<file path="config.mk">
export PLATFORM = sky130hd
export DESIGN_NAME = pulse_meas
export DESIGN_NICKNAME = d
export VERILOG_FILES = /design/src/rtl/pulse_meas_pkg.sv /design/src/rtl/pulse_meas_sat_cnt.sv /design/src/rtl/pulse_meas.sv
export SDC_FILE = /design/constraint.sdc
export NUM_CORES = 1
export LEC_CHECK = 0
export BUFFER_PORTS_ARGS = -buffer_cell sky130_fd_sc_hd__buf_2
export CORE_ASPECT_RATIO = 0.8
export CORE_MARGIN = 10
export CORE_UTILIZATION = 55
export CTS_CLUSTER_SIZE = 30
export DETAILED_ROUTE_END_ITERATION = 6
export GPL_TIMING_DRIVEN = 0
export HOLD_SLACK_MARGIN = 0.12
export PLACE_DENSITY_LB_ADDON = 0.25
export REMOVE_ABC_BUFFERS = 1
export SYNTH_ARGS = -nofsm -noshare
export SYNTH_HDL_FRONTEND = slang
export SYNTH_SLANG_ARGS = --single-unit
</file>
<file path="constraint.sdc">
create_clock -name clk -period 2.5 [get_ports clk]
set_input_delay 0.125 -clock clk [delete_from_list [all_inputs] [get_ports clk]]
set_output_delay 0.125 -clock clk [all_outputs]
set_load 0.01 [all_outputs]
</file>
<file path="src/rtl/pulse_meas_pkg.sv">
// Shared types and constants for the pulse_meas block: FSM state encoding and
// the default count width.
package pulse_meas_pkg;

  localparam int CNT_W_DEF = 16;

  typedef enum logic [1:0] {
    IDLE = 2'd0,
    HIGH = 2'd1,
    LOW  = 2'd2
  } state_t;

endpackage : pulse_meas_pkg

</file>
<file path="src/rtl/pulse_meas_sat_cnt.sv">
// Saturating up-counter with clear and load-one; sat flags the all-ones value.
// Priority: reset/clr > ld1 > inc.
module sat_cnt
  import pulse_meas_pkg::*;
#(
  parameter int W = CNT_W_DEF
) (
  input  logic         clk,
  input  logic         rst_n,
  input  logic         clr,
  input  logic         ld1,
  input  logic         inc,
  output logic [W-1:0] q,
  output logic         sat
);

  localparam logic [W-1:0] MAX_VAL = '1;

  assign sat = (q == MAX_VAL);

  // NOTE: sequential state uses non-blocking assignments so every flop samples
  // pre-edge values, independent of block ordering.
  always_ff @(posedge clk) begin
    if (!rst_n || clr) begin
      q <= '0;
    end else if (ld1) begin
      q <= W'(1);
    end else if (inc && !sat) begin
      q <= q + W'(1);
    end
  end

endmodule : sat_cnt

</file>
<file path="src/rtl/pulse_meas.sv">
// Measures high time and rising-to-rising period from sync_edge pulses and
// hands results out through a valid/ready register with loss reporting.
module pulse_meas
  import pulse_meas_pkg::*;
#(
  parameter int CNT_W = CNT_W_DEF
) (
  input  logic             clk,
  input  logic             rst_n,
  input  logic             enable,
  input  logic             edge_pos,
  input  logic             edge_neg,
  output logic             meas_valid,
  input  logic             meas_ready,
  output logic [CNT_W-1:0] high_cnt,
  output logic [CNT_W-1:0] period_cnt,
  output logic             meas_ovf,
  output logic             meas_lost
);

  state_t           state;
  logic [CNT_W-1:0] cnt;
  logic [CNT_W-1:0] high_q;
  logic             ovf_run;
  logic             cnt_sat;

  logic ep;
  logic en;
  logic complete;
  logic xfer;
  logic load;
  logic cnt_clr;
  logic cnt_ld1;
  logic cnt_inc;

  // Coincident edges cancel out: the pulse was too short to resolve.
  assign ep = edge_pos & ~edge_neg;
  assign en = edge_neg & ~edge_pos;

  assign complete = enable && (state == LOW) && ep;
  assign xfer     = meas_valid && meas_ready;
  assign load     = complete && (!meas_valid || meas_ready);

  // A rise in any active state starts a fresh count, giving gapless periods.
  assign cnt_clr = !enable || ((state == IDLE) && !ep);
  assign cnt_ld1 = enable && ep;
  assign cnt_inc = enable && (state != IDLE);

  sat_cnt #(.W(CNT_W)) u_cnt (
    .clk   (clk),
    .rst_n (rst_n),
    .clr   (cnt_clr),
    .ld1   (cnt_ld1),
    .inc   (cnt_inc),
    .q     (cnt),
    .sat   (cnt_sat)
  );

  always_ff @(posedge clk) begin
    if (!rst_n || !enable) begin
      state   <= IDLE;
      high_q  <= '0;
      ovf_run <= 1'b0;
    end else begin
      if (ep) begin
        ovf_run <= 1'b0;
      end else if ((state != IDLE) && cnt_sat) begin
        ovf_run <= 1'b1;
      end
      unique case (state)
        IDLE: if (ep) state <= HIGH;
        // A rise here means the fall was missed: the count restarts, stay HIGH.
        HIGH: if (en) begin
          high_q <= cnt;
          state  <= LOW;
        end
        LOW:  if (ep) state <= HIGH;
        default: state <= IDLE;
      endcase
    end
  end

  // Output register: a held result is never overwritten until transferred.
  always_ff @(posedge clk) begin
    if (!rst_n) begin
      meas_valid <= 1'b0;
      high_cnt   <= '0;
      period_cnt <= '0;
      meas_ovf   <= 1'b0;
      meas_lost  <= 1'b0;
    end else begin
      meas_lost <= complete && meas_valid && !meas_ready;
      if (load) begin
        meas_valid <= 1'b1;
        high_cnt   <= high_q;
        period_cnt <= cnt;
        meas_ovf   <= ovf_run | cnt_sat;
      end else if (xfer) begin
        meas_valid <= 1'b0;
      end
    end
  end

endmodule : pulse_meas

</file>
Word level (Yosys, flattened, before mapping)
Index checks and enable logic that the tools add are counted.

storage, ports and cells
  flip-flop bits (word level) = 70
  input port bits = 6
  output and inout port bits = 35
  word-level logic and storage cells = 58

cells by class
  add/subtract/negate cells = 1
  eq/ne operators = 5
  muxes and demuxes = 7
  bitwise gates (word level) = 5
  reduce and logical (&&, ||, !) cells = 30

operators by type and width
  operator               number
  $add 16x1->16 const B  1
  $eq 16x16->1 const B   1
  $logic_and 1x1->1      11
  $logic_not 1->1        6
  $reduce_bool 2->1      3
  $reduce_or 2->1        3
  $logic_or 1x1->1       4
  $mux 1                 4
  $mux 2                 2
  $pmux 2 s2             1
  $reduce_and 2->1       2
  $and 1x1->1            2
  $eq 2x1->1 const B     1
  $eq 2x2->1 const B     1
  $logic_not 2->1        1
  $ne 2x1->1 const B     1
  $ne 2x2->1 const B     1
  $not 1->1              2
  $or 1x1->1             1

Longest topological paths before layout
  word-level depth = 7
  mapped depth = 6
  mapped depth without buffers = 5

Cells and area by module
A second synthesis with hierarchy kept.

unflattened totals
  cell total of the unflattened synthesis = 337
  area, all modules = 2974.1 µm²

modules (own cells, without submodules)
  module      instances  cells an instance  area an instance (µm²)
  pulse_meas  1          241                2130.8
  sat_cnt     1          96                 843.3

Worst setup path before layout
Ideal clock, no wire load.

  kind = register to register
  start point = reg u_cnt.q[0]
  end point = reg u_cnt.q[10]
  arrival time = 1.740 ns
  required time = 2.430 ns
  slack = 0.689 ns
  stages on the path, launching flop included = 7
  period minus slack after synthesis = 1.811 ns
  path through = dfxtp_1 -> ha_1 -> nand3_1 -> or3_1 -> clkbuf_1 -> or4_1 -> a21oi_1

between the ends
  longest elaborated chain between the ends = 3
  elaborated cells between the ends (all ways) = 4
  those cells by class = add/sub (1); eq/ne (1); reduce/logical (2)

ends and longest elaborated chain
  item                                                                   RTL line                  source
  from (decl)                                                            pulse_meas_sat_cnt.sv:13  output logic [W-1:0] q,
  from (signal assigned)                                                 pulse_meas_sat_cnt.sv:29  q <= q + W'(1);
  parallel branches: the longest is 3 deep, another holds $add 16x1->16  -

Parallel ways; which one is timed is not known.
A chain may end at the register's enable or synchronous reset.

Worst setup path in the final report
  start point = reg state[1]
  end point = reg meas_ovf

between the ends
  longest elaborated chain between the ends = 4

ends and longest elaborated chain
  item                             RTL line          source
  from (decl)                      pulse_meas.sv:21  state_t state;
  from (signal assigned)           pulse_meas.sv:61  state <= IDLE;
  from (signal assigned)           pulse_meas.sv:71  IDLE: if (ep) state <= HIGH;
  from (signal assigned)           pulse_meas.sv:75  state <= LOW;
  $eq 2x2->1                       pulse_meas.sv:40  assign complete = enable && (state == LOW) && ep;
  $logic_and 1x1->1 (2 in series)  pulse_meas.sv:40
  $logic_and 1x1->1                pulse_meas.sv:42  assign load = complete && (!meas_valid || meas_ready);
  to (signal assigned)             pulse_meas.sv:97  meas_ovf <= ovf_run | cnt_sat;
  to (decl)                        pulse_meas.sv:17  output logic meas_ovf,

No other way between the ends.

==> flow_metrics.env <==
export IMPL_final_common_cell="nand2_1"
export IMPL_startpoint="state[1]$_SDFFE_PP0P_"
export IMPL_synth_cell_types=32
export IMPL_finClkSkew_ps=3.78
export IMPL_portBuffers=40
export IMPL_r2r_cells=4
export IMPL_die_h_um=82.7
export IMPL_ant_nets=0
export IMPL_synth_area_sq_um=2700
export IMPL_layoutNonFillerInstCount=434
export IMPL_place_inst=415
export IMPL_h_tree_depth=3
export IMPL_power_density_nw_per_um2=746
export IMPL_status="complete, no violations"
export IMPL_synth_seq_cells=70
export IMPL_crit_buf_inv=0
export IMPL_pre_cts_slack_ps=-0.0222
export IMPL_wl_per_cell_um=15.2
export IMPL_async_flop_share_pct=0
export IMPL_hpwlAfterDp_mm=3.97
export IMPL_nets=376
export IMPL_n_antenna_cell=0
export IMPL_period_share_pct=89.8
export IMPL_grt_first_pass_wirelength_mm=10.9
export IMPL_floorplan_initialDensity_pct=57.7
export IMPL_max_stage_delay_ps=800
export IMPL_p_leak_uw=0.00112
export IMPL_fin_area_sq_um=3220
export IMPL_cts_tree="built"
export IMPL_cts_max_path_buffers=2
export IMPL_cp_endpoint="meas_ovf$_SDFFE_PN0P_"
export IMPL_netSwitchingFraction_pct=19.0
export IMPL_crit_cells=4
export IMPL_grt_max_degree=35
export IMPL_clkTransAtPathRegs_ps=70
export IMPL_regToRegSetupSlack_ps=250
export IMPL_synth_edf_count=0
export IMPL_numCtsBuffers=9
export IMPL_syn_area_per_cell_sq_um=8.08
export IMPL_drc=0
export IMPL_crit_arrival_ps=2480
export IMPL_r2r_end="meas_ovf$_SDFFE_PN0P_"
export IMPL_ys_flop_type="dfxtp_1"
export IMPL_die_w_um=98.3
export IMPL_fmax_mhz=445
export IMPL_insertion_delay_ps=340
export IMPL_drtIter0Drc=131
export IMPL_switchingPower_uw=456
export IMPL_critPathLaunchType="register"
export IMPL_rsz0062_at_grt="no"
export IMPL_postPlaceCellArea_sq_um=2900
export IMPL_cts_root_buffer="clkbuf_8"
export IMPL_vias=2449
export IMPL_vdd_drop_max_uv=513
export IMPL_final_layout_size_suffix_gt1_share_pct=17.4
export IMPL_layout_common_cells="nand2_1 (102), dfxtp_1 (70), a21oi_1 (65), buf_2 (40), clkbuf_8 (11)"
export IMPL_core_sq_um=4680
export IMPL_hp_class="input pin to register"
export IMPL_place_congestion=0.833
export IMPL_clkSinkCount=70
export IMPL_worstMarginPinSlew_ps=1210
export IMPL_crit_path_end_kind="register"
export IMPL_path_class="register to register"
export IMPL_via_per_inst=5.64
export IMPL_combinationalPowerShare_pct=1.7
export IMPL_maxSlewViolCount=0
export IMPL_hold_viol=0
export IMPL_seqPwrFrac_pct=46.5
export IMPL_drtPass1Iterations=4
export IMPL_routed_top_layer="met4"
export IMPL_antenna_found_initial=0
export IMPL_cp_required_ps=2730
export IMPL_fin_ws_ps=254
export IMPL_yosysWarnings=0
export IMPL_cp_cell_sequence="nor2b_1, nand4_1, nor3_1, nor2_1"
export IMPL_crit_path_top_delay_cell="nand4_1"
export IMPL_gr_usage_all_layers_pct=16.6
export IMPL_die_area_sq_um=8130
export IMPL_grt_pass1_vias=2295
export IMPL_m1WireLength_mm=2.87
export IMPL_wl_met2_mm=3.05
export IMPL_critPathMaxFanout=17
export IMPL_r2r_start="state[1]$_SDFFE_PP0P_"
export IMPL_maxCapViolCount=0
export IMPL_crit_family="simple AND/OR/NAND/NOR gates"
export IMPL_drt_total_wl_mm=6.58
export IMPL_p_int_uw=1950
export IMPL_overflow=0
export IMPL_max_slew_margin_pct=18.9
export IMPL_setup_viol=0
export IMPL_syn_to_final_growth_pct=19.3
export IMPL_ioPinCount=41
export IMPL_rows=22
export IMPL_synth_cells=334
export IMPL_met3WireLength_um=586
export IMPL_synth_seq_area_share_pct=51.9
export IMPL_period_needed_ps=2250
export IMPL_post_cts_buffers=0
export IMPL_clkPwrFrac_pct=51.8
==> worst register-to-register path, delay by kind of cell, from the launching register on <==
kind	cells	cell delay [ps]
AND/OR/NAND/NOR	4	1730
flip-flops	1	410
==> metal layers <==
metal	track usage, %	up-vias
li1	-	1222
met1	18.7	1147
met2	28.0	70
met3	7.05	10
met4	6.00	0
met5	0	-
==> metrics by stage <==
stage	setup TNS, ps	hold slack (ps)	total power [uW]	utilization (%)
5_1_grt	0	159	2460	68.9
3_3_place_gp	0	394	1180	62.0
2_1_floorplan	0	261	1160	-
3_5_place_dp	-0.0222	399	1180	62.0
4_1_cts	0	127	2410	68.6
6_report	0	138	2400	68.9
==> synthesized netlist by cell type, drive strengths merged, types with 3 or more instances <==
cell type	number	area, sq um
a21oi	65	325
clkbuf	18	67.6
dfxtp	70	1400
inv	3	11.3
nand2	102	383
nand2b	5	31.3
nand3	5	25.0
nand4	6	52.6
nor2	8	30.0
nor2b	4	25.0
nor3	3	15.0
o21ai	9	45.0
o31ai	8	60.1
or3	7	46.3
or4	9	72.6
==> final cells by class <==
cell class	instances	area [sq um]
Fill cell	420	1460
Sequential cell	70	1400
Multi-Input combinational cell	242	1230
Timing Repair Buffer	42	220
Clock buffer	11	151
Clock inverter	5	129
Tap cell	60	75.1
Inverter	4	15.0
==> cell families (layout without fill, tap and decap cells) <==
group / count (synthesis) / count (layout) / share of synthesized area (%)
AOI/OAI and AO/OA: 86 / 86 / 17.5
DFF: 70 / 70 / 51.9
xor gates and xnor gates: 1 / 1 / 0.324
adders and majority gates: 1 / 1 / 0.463
buffers and inverters: 23 / 62 / 3.24
muxes: 1 / 1 / 0.371
and+or+nand+nor: 152 / 153 / 26.2
==> worst min-delay path by stage <==
stage	startpoint	to	slack, ps	cells past startpoint
6_report	edge_pos	u_cnt.q[0]$_SDFFE_PP0P_	140	3
5_1_grt	edge_pos	u_cnt.q[0]$_SDFFE_PP0P_	160	3
4_1_cts	edge_pos	u_cnt.q[0]$_SDFFE_PP0P_	130	3
3_5_place_dp	rst_n	meas_ovf$_SDFFE_PN0P_	400	3
3_3_place_gp	rst_n	meas_ovf$_SDFFE_PN0P_	390	3
2_1_floorplan	rst_n	meas_ovf$_SDFFE_PN0P_	260	2
==> power groups by stage <==
stage / Sequential [uW] / Clock [uW] / Combinational [uW]
after floorplan: 1140 / 0 / 21.0
after global placement: 1140 / 0 / 34.1
after detailed placement: 1140 / 0 / 35.7
after CTS: 1120 / 1250 / 39.1
after global routing: 1120 / 1300 / 44.4
final: 1120 / 1240 / 40.3
==> state kept, by name, summed over array words and instances, names as in the netlist <==
name,count
high_cnt,16
meas_ovf,1
meas_lost,1
u_cnt.q,16
period_cnt,16
state,2
high_q,16
ovf_run,1
meas_valid,1
==> timing repair <==
item,CTS,global route
resized for setup,0,2
hold buffers,2,0
pin swaps,1,0
endpoints found under the hold margin,2,0
setup endpoints to repair,1,3
cloned,1,0
Note: power is estimated with default switching activity, not from simulation.
